===== src/rtl/div_pkg.sv =====
// Shared definitions for the sequential significand divider.
// Holds the default significand width, the iteration count and the FSM state type.
package div_pkg;

    // Significand width including the hidden bit.
    localparam int unsigned DIV_WIDTH = 24;
    // Restoring steps per division: one integer bit plus WIDTH+1 fraction bits.
    localparam int unsigned DIV_ITERS = DIV_WIDTH + 2;

    typedef enum logic [1:0] {
        IDLE = 2'd0,
        CALC = 2'd1,
        DONE = 2'd2
    } div_state_e;

endpackage


===== src/rtl/div_step.sv =====
// One restoring-division step: compare, conditional subtract, shift left.
// Ports:
//   rem_i   - current partial remainder (WIDTH+1 bits)
//   div_i   - divisor significand (WIDTH bits)
//   rem_o   - next partial remainder, already shifted left by one
//   q_bit_o - quotient bit produced by this step
module div_step
    import div_pkg::*;
#(
    parameter int unsigned WIDTH = DIV_WIDTH
) (
    input  logic [WIDTH:0]   rem_i,
    input  logic [WIDTH-1:0] div_i,
    output logic [WIDTH:0]   rem_o,
    output logic             q_bit_o
);

    logic [WIDTH:0] div_ext;
    logic [WIDTH:0] diff;
    logic [WIDTH:0] sel;

    // The remainder before the shift is always below the divisor, so the
    // MSB dropped by the shift is zero and no information is lost.
    always_comb begin
        div_ext = {1'b0, div_i};
        diff    = rem_i - div_ext;
        q_bit_o = (rem_i >= div_ext);
        sel     = q_bit_o ? diff : rem_i;
        rem_o   = sel << 1;
    end

endmodule


===== src/rtl/div_24bits_seq.sv =====
// Sequential restoring divider for normalized significands (1.xxx format).
// Produces a WIDTH+2 bit quotient (MSB weight 2^0, LSB weight 2^-(WIDTH+1))
// after WIDTH+2 iterations of a single shared compare/subtract/shift step.
// Ports:
//   i_clk, i_rst_n           - clock, synchronous active-low reset
//   i_valid / o_ready        - operand handshake (accepted only in IDLE)
//   i_data_one, i_data_two   - dividend and divisor significands
//   o_valid / i_ready        - result handshake (held in DONE until i_ready)
//   o_data                   - quotient
//   o_sticky                 - final remainder nonzero
//   o_div_zero               - divisor was zero (o_data forced to all ones)
module div_24bits_seq
    import div_pkg::*;
#(
    parameter int unsigned WIDTH = DIV_WIDTH
) (
    input  logic             i_clk,
    input  logic             i_rst_n,
    input  logic             i_valid,
    output logic             o_ready,
    input  logic [WIDTH-1:0] i_data_one,
    input  logic [WIDTH-1:0] i_data_two,
    output logic             o_valid,
    input  logic             i_ready,
    output logic [WIDTH+1:0] o_data,
    output logic             o_sticky,
    output logic             o_div_zero
);

    localparam int unsigned N_ITER = WIDTH + (DIV_ITERS - DIV_WIDTH);
    localparam int unsigned CNT_W  = $clog2(N_ITER);
    localparam int unsigned REM_W  = WIDTH + 1;
    localparam int unsigned QW     = WIDTH + 2;

    div_state_e       state_q,  state_d;
    logic [REM_W-1:0] rem_q,    rem_d;
    logic [WIDTH-1:0] div_q,    div_d;
    logic [QW-1:0]    quo_q,    quo_d;
    logic [CNT_W-1:0] cnt_q,    cnt_d;
    logic             ready_q,  ready_d;
    logic             valid_q,  valid_d;
    logic             sticky_q, sticky_d;
    logic             dz_q,     dz_d;

    logic [REM_W-1:0] step_rem;
    logic             step_bit;

    // Single step instance, iterated once per CALC cycle.
    div_step #(
        .WIDTH (WIDTH)
    ) u_step (
        .rem_i   (rem_q),
        .div_i   (div_q),
        .rem_o   (step_rem),
        .q_bit_o (step_bit)
    );

    // Next-state and datapath control.
    always_comb begin
        state_d  = state_q;
        rem_d    = rem_q;
        div_d    = div_q;
        quo_d    = quo_q;
        cnt_d    = cnt_q;
        sticky_d = sticky_q;
        dz_d     = dz_q;

        case (state_q)
            IDLE: begin
                if (i_valid) begin
                    div_d    = i_data_two;
                    cnt_d    = '0;
                    sticky_d = 1'b0;
                    if (i_data_two == '0) begin
                        state_d = DONE;
                        rem_d   = '0;
                        quo_d   = '1;
                        dz_d    = 1'b1;
                    end else begin
                        state_d = CALC;
                        rem_d   = {1'b0, i_data_one};
                        quo_d   = '0;
                        dz_d    = 1'b0;
                    end
                end
            end
            CALC: begin
                rem_d = step_rem;
                quo_d = {quo_q[QW-2:0], step_bit};
                cnt_d = cnt_q + CNT_W'(1);
                if (cnt_q == CNT_W'(N_ITER - 1)) begin
                    state_d  = DONE;
                    cnt_d    = '0;
                    sticky_d = |step_rem;
                end
            end
            DONE: begin
                if (i_ready) begin
                    state_d = IDLE;
                end
            end
            default: begin
                state_d = IDLE;
            end
        endcase

        // Handshake flags are registered copies of the next state decode.
        ready_d = (state_d == IDLE);
        valid_d = (state_d == DONE);
    end

    // State and datapath registers.
    always_ff @(posedge i_clk) begin
        if (!i_rst_n) begin
            state_q  <= IDLE;
            rem_q    <= '0;
            div_q    <= '0;
            quo_q    <= '0;
            cnt_q    <= '0;
            ready_q  <= 1'b1;
            valid_q  <= 1'b0;
            sticky_q <= 1'b0;
            dz_q     <= 1'b0;
        end else begin
            state_q  <= state_d;
            rem_q    <= rem_d;
            div_q    <= div_d;
            quo_q    <= quo_d;
            cnt_q    <= cnt_d;
            ready_q  <= ready_d;
            valid_q  <= valid_d;
            sticky_q <= sticky_d;
            dz_q     <= dz_d;
        end
    end

    assign o_ready    = ready_q;
    assign o_valid    = valid_q;
    assign o_data     = quo_q;
    assign o_sticky   = sticky_q;
    assign o_div_zero = dz_q;

endmodule


===== config.mk =====
export PLATFORM = sky130hd
export DESIGN_NAME = div_24bits_seq
export DESIGN_NICKNAME = d
export VERILOG_FILES = /design/src/rtl/div_pkg.sv /design/src/rtl/div_step.sv /design/src/rtl/div_24bits_seq.sv
export SDC_FILE = /design/constraint.sdc
export NUM_CORES = 1
export LEC_CHECK = 0
export ABC_AREA = 1
export BUFFER_PORTS_ARGS = -buffer_cell sky130_fd_sc_hd__buf_2
export CORE_ASPECT_RATIO = 0.5
export CORE_MARGIN = 1
export CORE_UTILIZATION = 46
export DETAILED_ROUTE_END_ITERATION = 10
export GPL_TIMING_DRIVEN = 0
export PLACE_DENSITY = 0.67
export SETUP_SLACK_MARGIN = 0.05
export SYNTH_ARGS = -nofsm -noshare
export SYNTH_HDL_FRONTEND = slang
export SYNTH_SLANG_ARGS = --single-unit

===== constraint.sdc =====
create_clock -name i_clk -period 4.8 [get_ports i_clk]
set_clock_uncertainty 0.05 [all_clocks]
set_input_delay 0.48 -clock i_clk [delete_from_list [all_inputs] [get_ports i_clk]]
set_output_delay 0.48 -clock i_clk [all_outputs]
set_load 0.05 [all_outputs]

# Yosys cells after proc, flatten, opt, wreduce, memory -nomap -nowiden
# Cells that the tools add are included.
[totals]
word_cells = 45
ff_bits = 86
n_memories = 0
ram_bits = 0
latch_bits = 0
out_inout_bits = 30
rom_bits = 0
[op_classes]
n_reduce_logical = 8
addsub = 2
order_cmp = 1
n_mux = 19
n_shift = 0
eq_ne = 6
n_div = 0
multipliers = 0
n_bitwise = 0
[op_table]
columns = ["op", "count"]
rows = [
  ["$mux W26", 2],
  ["$pmux W26 S2", 1],
  ["$pmux W25 S2", 1],
  ["$mux W24", 2],
  ["$ge A25 B24 Y1", 1],
  ["$mux W25", 1],
  ["$logic_not A24 Y1", 1],
  ["$reduce_or A24 Y1", 1],
  ["$sub A24 B24 Y24", 1],
  ["$mux W5", 2],
  ["$pmux W5 S2", 1],
  ["$mux W2", 4],
  ["$pmux W2 S3", 1],
  ["$add A5 B1 Y5 const B", 1],
  ["$eq A5 B5 Y1 const B", 1],
  ["$eq A2 B2 Y1 const B", 2],
  ["$logic_not A2 Y1", 2],
  ["$ne A2 B2 Y1 const B", 2],
  ["$reduce_and A2 Y1", 2],
  ["$mux W1", 3],
  ["$reduce_and A3 Y1", 1],
  ["$eq A2 B1 Y1 const B", 1],
  ["$pmux W1 S2", 1],
  ["$reduce_bool A2 Y1", 1],
]

# Depth between registers and ports, before layout
# Gate-level depths: netlist of run 1.
[logic_depth]
word_depth = 5
mapped_depth = 20
ltp_nobuf = 20

# By module
# A second synthesis of run 1 with hierarchy kept.
[hier_totals]
hier_cells = 891
area_unflattened_um2 = 5824.3
[modules_own_cells]
columns = ["module", "area_per_inst_um2", "cells_per_inst", "n_inst"]
rows = [
  ["div_24bits_seq", 3478.3, 407, 1],
  ["div_step", 2346.0, 484, 1],
]

# Least setup slack after synthesis of run 1
# No wires, ideal clock.
[synth_path]
kind = "register to register"
startpoint = "register rem_q[0]"
endpoint = "register sticky_q (netlist: o_sticky)"
path_buffers = 0
setup_ns = 0.112
period_less_slack_ns = 2.158
stages_incl_launch_ff = 21
t_arrival_ns = 1.996
setup_slack_ns = 2.642
path_cell_list = "dfxtp_1 inv_1 ha_1 inv_1 fa_1 nand3_1 nand3_1 nand2_1 nand2_1 nand2_1 nand2_1 nand2_1 nand2_1 nand2_1 nand2_1 nor2_1 nand2_1 nor2_1 nand3_1 nor2_1 nor2_1"
[synth_between]
elab_chain_cells = 5
word_cells_on_any_way = 6
classes_between = "add/sub: 1; order compare: 1; mux: 3; reduce/logical: 1"
[synth_rtl]
columns = ["element", "line_no", "rtl"]
rows = [
  ["from (decl)", "div_24bits_seq.sv:36", "logic [REM_W-1:0] rem_q, rem_d;"],
  ["from (signal assigned)", "div_24bits_seq.sv:126", "rem_q <= rem_d;"],
  ["$sub A24 B24 Y24 / $ge A25 B24 Y1 (equally long branches)", "div_step.sv:26, div_step.sv:27", ""],
  ["$mux W24 (*)", "div_step.sv:28", "sel = q_bit_o ? diff : rem_i;"],
  ["$reduce_or A24 Y1 (*)", "div_24bits_seq.sv:94", "sticky_d = |step_rem;"],
  ["$mux W1 (*)", "div_24bits_seq.sv:91", "if (cnt_q == CNT_W'(N_ITER - 1)) begin"],
  ["$pmux W1 S2 (*)", "div_24bits_seq.sv:68", "case (state_q)"],
  ["to (signal assigned)", "div_24bits_seq.sv:132", "sticky_q <= sticky_d;"],
  ["to (decl)", "div_24bits_seq.sv:42", "logic sticky_q, sticky_d;"],
]
# Mark *: on every way between the ends. The rest lies on a longest branch, timed or not. The select of a mux whose other input is x is not followed.
# A chain may end at the register's enable or synchronous reset.

# Final worst setup path of run 1
[layout_path]
startpoint = "input i_data_two[0]"
endpoint = "register rem_q[19]"
[layout_between]
elab_chain_cells = 4
[layout_rtl]
columns = ["element", "line_no", "rtl"]
rows = [
  ["from (decl)", "div_24bits_seq.sv:22", "input logic [WIDTH-1:0] i_data_two,"],
  ["$logic_not A24 Y1", "div_24bits_seq.sv:74", "if (i_data_two == '0) begin"],
  ["$mux W24", "div_24bits_seq.sv:74", ""],
  ["$mux W25", "div_24bits_seq.sv:70", "if (i_valid) begin"],
  ["$pmux W25 S2", "div_24bits_seq.sv:68", ""],
]
# Every way passes these cells. The select of a mux whose other input is x is not followed.

==> results of run 1 <==
path summary, 6_finish.rpt:
kind | startpoint | endpoint | cells after the start
max | i_data_two[0] | rem_q[19]$_SDFFE_PN0P_ | 9
min | i_data_one[0] | rem_q[0]$_SDFFE_PN0P_ | 3
max reg2reg | rem_q[0]$_SDFFE_PN0P_ | o_sticky$_SDFFE_PN0P_ | 20
min reg2reg | div_q[23]$_SDFFE_PN0P_ | div_q[23]$_SDFFE_PN0P_ | 2
stage by stage:
| stage | setup slack, ns | util [%] |
|---|---|---|
| after floorplan | 2.64 | - |
| after global placement | 1.52 | 53.5 |
| after detailed placement | 1.54 | 53.5 |
| after CTS | 1.86 | 56.3 |
| after global routing | 1.63 | 56.3 |
| final | 1.84 | 56.3 |
worst max-delay path: cells and delay by family:
family,cells,cell delay [ns]
buffers and inverters,3,0.62
AND/OR/NAND/NOR,5,1.93
AO/OA/AOI/OAI,1,0.09
layout by cell type (no fill, tap or decap), types with 26 or more instances in the layout:
cell,count
nand2_1,273
inv_1,99
dfxtp_1,86
buf_2,81
nor2_1,63
a21oi_1,61
nand3_1,32
a31oi_1,32
o21ai_0,32
clkbuf_1,27
ha_1,26
area by class of cell:
class	instances	area share, %
multi-input combinational	614	49.3
sequential	86	27.3
timing repair buffer	80	6.36
inverter	104	6.20
clock buffer	10	3.80
tap	159	3.16
buffer	34	2.58
clock inverter	6	1.21
cells in the mapped netlist (all sizes together):
master and count:
or2 3, clkinv 1, nand4 17, buf 7, clkbuf 27, o21ai 34, nor2 67, nand3b 5
a31oi 32, dfxtp 86, and3 1, nand3 34, inv 103, a21oi 63, nor4 7, and2 1
o21bai 1, nand2 282, o211ai 2, nor3 6, o21a 1, a21o 2, a211oi 2, nor3b 1
o22ai 1, xnor2 2, ha 26, xor2 8, fa 1, a22oi 15
layer usage:
metal / share of wire [%] / track usage [%] / routed length, microns / vias to the layer above
met4: 1.4 / 7.13 / 225 / 2
li1: - / - / - / 2921
met2: 40 / 42.8 / 6670 / 187
met3: 7.7 / 6.02 / 1280 / 22
met1: 51 / 40.6 / 8450 / 2583
met5: 0.060 / 0 / 10 / -
state kept, by name, indices dropped and copies added, names as in the netlist:
signal,count
div_q,24
o_sticky,1
state_q,2
o_data,26
rem_q,25
o_div_zero,1
o_valid,1
cnt_q,5
o_ready,1
kinds of logic (layout without fill, tap and decap cells):
| logic type | count (synthesis) | in the layout | synth area share [%] |
|---|---|---|---|
| xor gates and xnor gates | 10 | 10 | 1.63 |
| adders and majority gates | 27 | 27 | 6.42 |
| DFF | 86 | 86 | 32.0 |
| and+or+nand+nor | 424 | 424 | 33.5 |
| buffers and inverters | 138 | 234 | 10.3 |
| AOI/OAI and AO/OA | 153 | 153 | 16.2 |
power groups by stage:
stage / logic, mW / clock network (mW) / registers, mW
after floorplan: 0.795 / 0 / 0.807
after global routing: 1.21 / 0.788 / 0.801
after detailed placement: 1.06 / 0 / 0.812
after global placement: 1.05 / 0 / 0.811
final: 1.08 / 0.761 / 0.796
after CTS: 1.06 / 0.761 / 0.796
==> out/results.ini, run 1 <==
[setup_path]
rrSetupSlack_ns = 2.04
cp.required_ns = 4.97
cp_cell_sequence = buf_2, nor4_1, nand4_1, nand3b_1, nand2_1, inv_1, clkbuf_1, nand2_1, a31oi_1
worstSetupEndpointType = flip-flop
crit_top_cell = nand2_1
critPathMaxFanout = 10
critPathKind = in2reg
crit_slowest_cell = nor4_1
worst_setup_path_start_kind = input pin
arrival_ns = 3.13
slowest_delay_ns = 0.78

[floorplan]
rows = 27
die_h_microns = 78.5
io_pins = 82
core-area_sq_um = 11200
die_x_microns = 155
start_util_pct = 48.1
die_area_sq_um = 12200

[global_routing]
grtUsageTotal_pct = 28.4
grt_overflow = 0
grt_pass1_wl_microns = 26500
grt_max_degree = 17
antenna_found_initial = 1
grt_pass1_vias = 5118

[sta]
whs_ns = 0.334
worstMarginPinSlew_ns = 0.900
setup-violations-final = 0
finalCriticalPeriod_ns = 2.96
drv_slew = 0
relSlewSlack_pct = 39.4
fin_crit_sh_pct = 61.8
setup_tns_ns = 0
hold_viol = 0
timing.fmax_mhz = 337
rsz0062_at_grt = false

[detailed_routing]
via_per_inst = 5.23
dr.first_iter.drc_count = 393
routedWlPerCell_microns = 15.2
final_antenna_net_count = 0
drt-total-wl_microns = 16600
drcViolationCount = 0
vias = 5715
firstDrtPassIters = 5

[finish]
fill_cells = 1134
diodes = 0
fin_area_sq_um = 6300
drive_gt1_share_pct = 13.4
ff_latch_area_sq_um = 1720
final_cells = 1093
nets = 1008
area_growth_pct = 17.0
multi_input_area_sq_um = 3110

[clock_network]
cts-root-buf = clkbuf_16
htreeDepth = 3
cts_inserted_buffers = 9
cts.sinks = 86
clk_pin_slew_ns = 0.07
clk_latency_ns = 0.35
cts_hold_buf = 0
cts_resized = 0
cts_max_path_buffers = 2
cts_tree = yes
postCtsSetupBuffers = 0

[hold_path]
hold_class = in2reg

[power_and_ir_drop]
worst_ir_drop_vdd_mv = 0.192
total_power_mw = 2.63
p_seq_share_pct = 30.2
p_sw_share_pct = 41.1
leakagePower_nw = 3.04
power_density_nw_per_um2 = 418
power.internal_mw = 1.55
p_sw_mw = 1.08
combPwrFrac_pct = 40.9
clock_power_share_pct = 28.9

[yosys]
yosys.area.top_type = dfxtp_1
synth-seq-cells = 86
synth_top_area_share_pct = 32.0
synth_area_sq_um = 5380
ys_warn_count = 0
syn_nets = 917
yosys-top-cells-area = dfxtp_1, nand2_1, inv_1, ha_1, a21oi_1
syn_area_per_cell_sq_um = 6.42
seq_area_frac_synth_pct = 32.0
syn_inst = 838
synth_cell_types = 44

[placed_design]
io_buffers = 80
dpl.hpwl_microns = 13100
place_inst = 1077
gp_congestion = 0.923
place_area_sq_um = 5980

[run_status]
status = complete, no violations

[run]
drv_cap = 0

Note: power is estimated with default switching activity, not from simulation.
==> run 2: changes to the inputs <==
--- a/config.mk
+++ b/config.mk
@@ -5,14 +5,14 @@
 export SDC_FILE = /design/constraint.sdc
 export NUM_CORES = 1
 export LEC_CHECK = 0
-export ABC_AREA = 1
+export ABC_AREA = 0
 export BUFFER_PORTS_ARGS = -buffer_cell sky130_fd_sc_hd__buf_2
 export CORE_ASPECT_RATIO = 0.5
 export CORE_MARGIN = 1
 export CORE_UTILIZATION = 46
 export DETAILED_ROUTE_END_ITERATION = 10
 export GPL_TIMING_DRIVEN = 0
-export PLACE_DENSITY = 0.67
+export PLACE_DENSITY = 0.7
 export SETUP_SLACK_MARGIN = 0.05
 export SYNTH_ARGS = -nofsm -noshare
 export SYNTH_HDL_FRONTEND = slang
==> constraint.sdc (replaced) <==
create_clock -name i_clk -period 2.6 [get_ports i_clk]
set_clock_uncertainty 0.05 [all_clocks]
set_input_delay 0.26 -clock i_clk [delete_from_list [all_inputs] [get_ports i_clk]]
set_output_delay 0.26 -clock i_clk [all_outputs]
set_load 0.05 [all_outputs]
==> run 2 against run 1 <==
The run now ends with setup timing left. Non-clock buffer count grew 40. Via count shrank 6.6%. Synthesized cell count shrank 26%. Clock power grew 81%. Final cell count shrank 18%. Count of clock-buffer cells in the layout is the same. Critical path depth grew 4. Area after synthesis shrank 5.0%. Die area shrank 4.9%. Wire length shrank 3.1%. Core utilization grew 6.9 points. Largest cell class unchanged.
==> out/results.ini, run 2 <==
[run_status]
status = complete, but fails checks
violations = setup timing

[placed_design]
io_buffers = 81
place_area_sq_um = 5740
gp_congestion = 0.916
dpl.hpwl_microns = 11100

[sta]
fin_ws_ns = -0.582
hold_viol = 0
finalCriticalPeriod_ns = 3.18
rsz0062_at_grt = true
fin_crit_sh_pct = 122
drv_slew = 0
relSlewSlack_pct = 53.1
setup-violations-final = 26
worstMarginPinSlew_ns = 0.704
timing.fmax_mhz = 314

[global_routing]
grt_pass1_wl_microns = 24700
grt_max_degree = 17
grtUsageTotal_pct = 27.3
grt_overflow = 0
antenna_found_initial = 0
grt_pass1_vias = 4823

[yosys]
yosys.area_share.simple_pct = 17.6
synth_top_family_by_area = compound AO/OA/AOI/OAI gates
synth-main-ff-cell = dfxtp_1
synthAdderAreaFrac_pct = 6.75
ys_top_cells_by_count = dfxtp_1, a21oi_1, nand2_1, nor2_1
syn_area_per_cell_sq_um = 8.20
seq_area_frac_synth_pct = 33.7
ys_warn_count = 0
syn_nets = 703
synth_mux_area_share_pct = 6.16
async_flop_share_pct = 0
synth-xor-area-share_pct = 2.05
syn_inst = 624
yosysMostFrequentCell = dfxtp_1
synth_compound_area_share_pct = 27.5
yosys.area.top_type = dfxtp_1
synth-seq-cells = 86
synth_edf_count = 0
synth_cell_types = 61
synth_top_area_share_pct = 33.7
synth_area_sq_um = 5110
yosys-top-cells-area = dfxtp_1, a21oi_1, ha_1, nand2_1, a22oi_1

[detailed_routing]
firstDrtPassIters = 8
via_per_inst = 5.99
dr.first_iter.drc_count = 492
drt-total-wl_microns = 16100
vias = 5339
drcViolationCount = 0
routedWlPerCell_microns = 18.1
final_antenna_net_count = 0

[finish]
fill_cells = 883
nets = 826
fin_area_sq_um = 6640
fin_util_pct = 63.2
diodes = 0
largest_reg_flops = 26
drive_gt1_share_pct = 28.6
layout_commonest_cell = buf_2
layout_common_cells = buf_2, dfxtp_1, nand2_1, a21oi_1, nor2_1
area_growth_pct = 29.8

[power_and_ir_drop]
total_power_mw = 5.88
worst_ir_drop_vdd_mv = 0.447
leakagePower_nw = 2.75
power_density_nw_per_um2 = 886

[floorplan]
rows = 26
core-area_sq_um = 10500
die_area_sq_um = 11600
die_h_microns = 76.6
start_util_pct = 48.7
die_x_microns = 151
io_pins = 82

[setup_path]
arrival_ns = 3.36
worstSetupEndpointType = flip-flop
critPathKind = reg2reg
worst_setup_path_start_kind = flip-flop
critPathMaxFanout = 2
cp.required_ns = 2.78

[hold_path]
hold_class = in2reg

[run]
drv_cap = 0

[clock_network]
cts.sinks = 86
cts_tree = yes
cts_hold_buf = 0
cts-root-buf = clkbuf_16
htreeDepth = 3
clk_latency_ns = 0.35
clk_pin_slew_ns = 0.07
cts_max_path_buffers = 2
cts_inserted_buffers = 9

## run 2: cell types whose count changed in the layout (fill, tap and decap cells not counted), moves of 15 or more
cell | before | now
mux2_4 | 0 | 18
a31oi_1 | 32 | 3
buf_4 | 1 | 27
nor2_1 | 63 | 45
a222oi_1 | 0 | 19
nand2_1 | 273 | 73
o21ai_0 | 32 | 13
a22oi_1 | 15 | 30
nand3_1 | 32 | 9
inv_1 | 99 | 30
## run 2: logic make-up (layout without fill, tap and decap cells)
family / count (synthesis) / after routing
AND/OR/NAND/NOR: 192 / 192
adder cells (fa/ha/maj): 27 / 27
AO/OA/AOI/OAI: 205 / 205
multiplexers: 25 / 25
flip-flops: 86 / 86
XOR/XNOR: 12 / 12
buffers and inverters: 77 / 205
## run 2: timing repair
item                                    CTS  global route
endpoints found under the setup margin   26            26
cloned                                    0             1
pin swaps                                28            38
resized for setup                        45            34
setup buffers                            20            15
## run 2: critical path, stage by stage (launching register included)
cell,delay (ns)
dfxtp_2,0.34
inv_2,0.06
ha_4,0.13
inv_2,0.04
fa_2,0.36
buf_4,0.15
xor2_1,0.19
nor3b_1,0.35
nor4bb_1,0.40
o2111ai_2,0.21
a2111oi_2,0.26
nand4_1,0.21
a21oi_2,0.20
a31oi_1,0.10
## run 2: final timing paths
check                               start  depth (start not counted)  slack [ns]                      end
setup / recovery    rem_q[0]$_SDFFE_PN0P_                         13       -0.58    o_sticky$_SDFFE_PN0P_
hold / removal              i_data_two[8]                          3        0.10    div_q[8]$_SDFFE_PN0P_
setup reg to reg    rem_q[0]$_SDFFE_PN0P_                         13       -0.58    o_sticky$_SDFFE_PN0P_
hold reg to reg   o_div_zero$_SDFFE_PN0P_                          2        0.41  o_div_zero$_SDFFE_PN0P_
## run 2: per-layer routing
| layer | wire, microns | vias up | share of wire, % | track usage (%) |
|---|---|---|---|---|
| met1 | 7420 | 2520 | 46 | 38.2 |
| met4 | 233 | 0 | 1.4 | 5.90 |
| met5 | 0 | - | 0 | 0 |
| met3 | 1480 | 29 | 9.2 | 8.56 |
| li1 | - | 2559 | - | - |
| met2 | 6980 | 231 | 43 | 40.6 |
## run 2: cell type report
class,count,area [sq um],share of cell area (%)
inverters,35,131,1.98
multi-input cells,461,3350,50.5
well taps,140,175,2.64
repair buffers,117,732,11.0
clock inverters,6,72.6,1.09
flip-flops and latches,86,1740,26.2
clock buffers,10,239,3.60
plain buffers,37,199,3.00
## run 2: power breakdown
part           switching, mW  internal [mW]
Combinational           1.45           1.56
Sequential            0.0941           1.41
Clock                  0.591          0.787
## run 2: per-stage QoR
stage,TNS (ns),worst slack [ns],hold WS (ns),std cells
after floorplan,-6.71,-0.399,0.326,624
after global placement,-13.02,-0.897,0.390,845
after detailed placement,-13.71,-0.837,0.397,845
after CTS,-11.68,-0.512,0.0948,878
after global routing,-13.87,-0.659,0.112,892
final,-10.91,-0.582,0.101,892
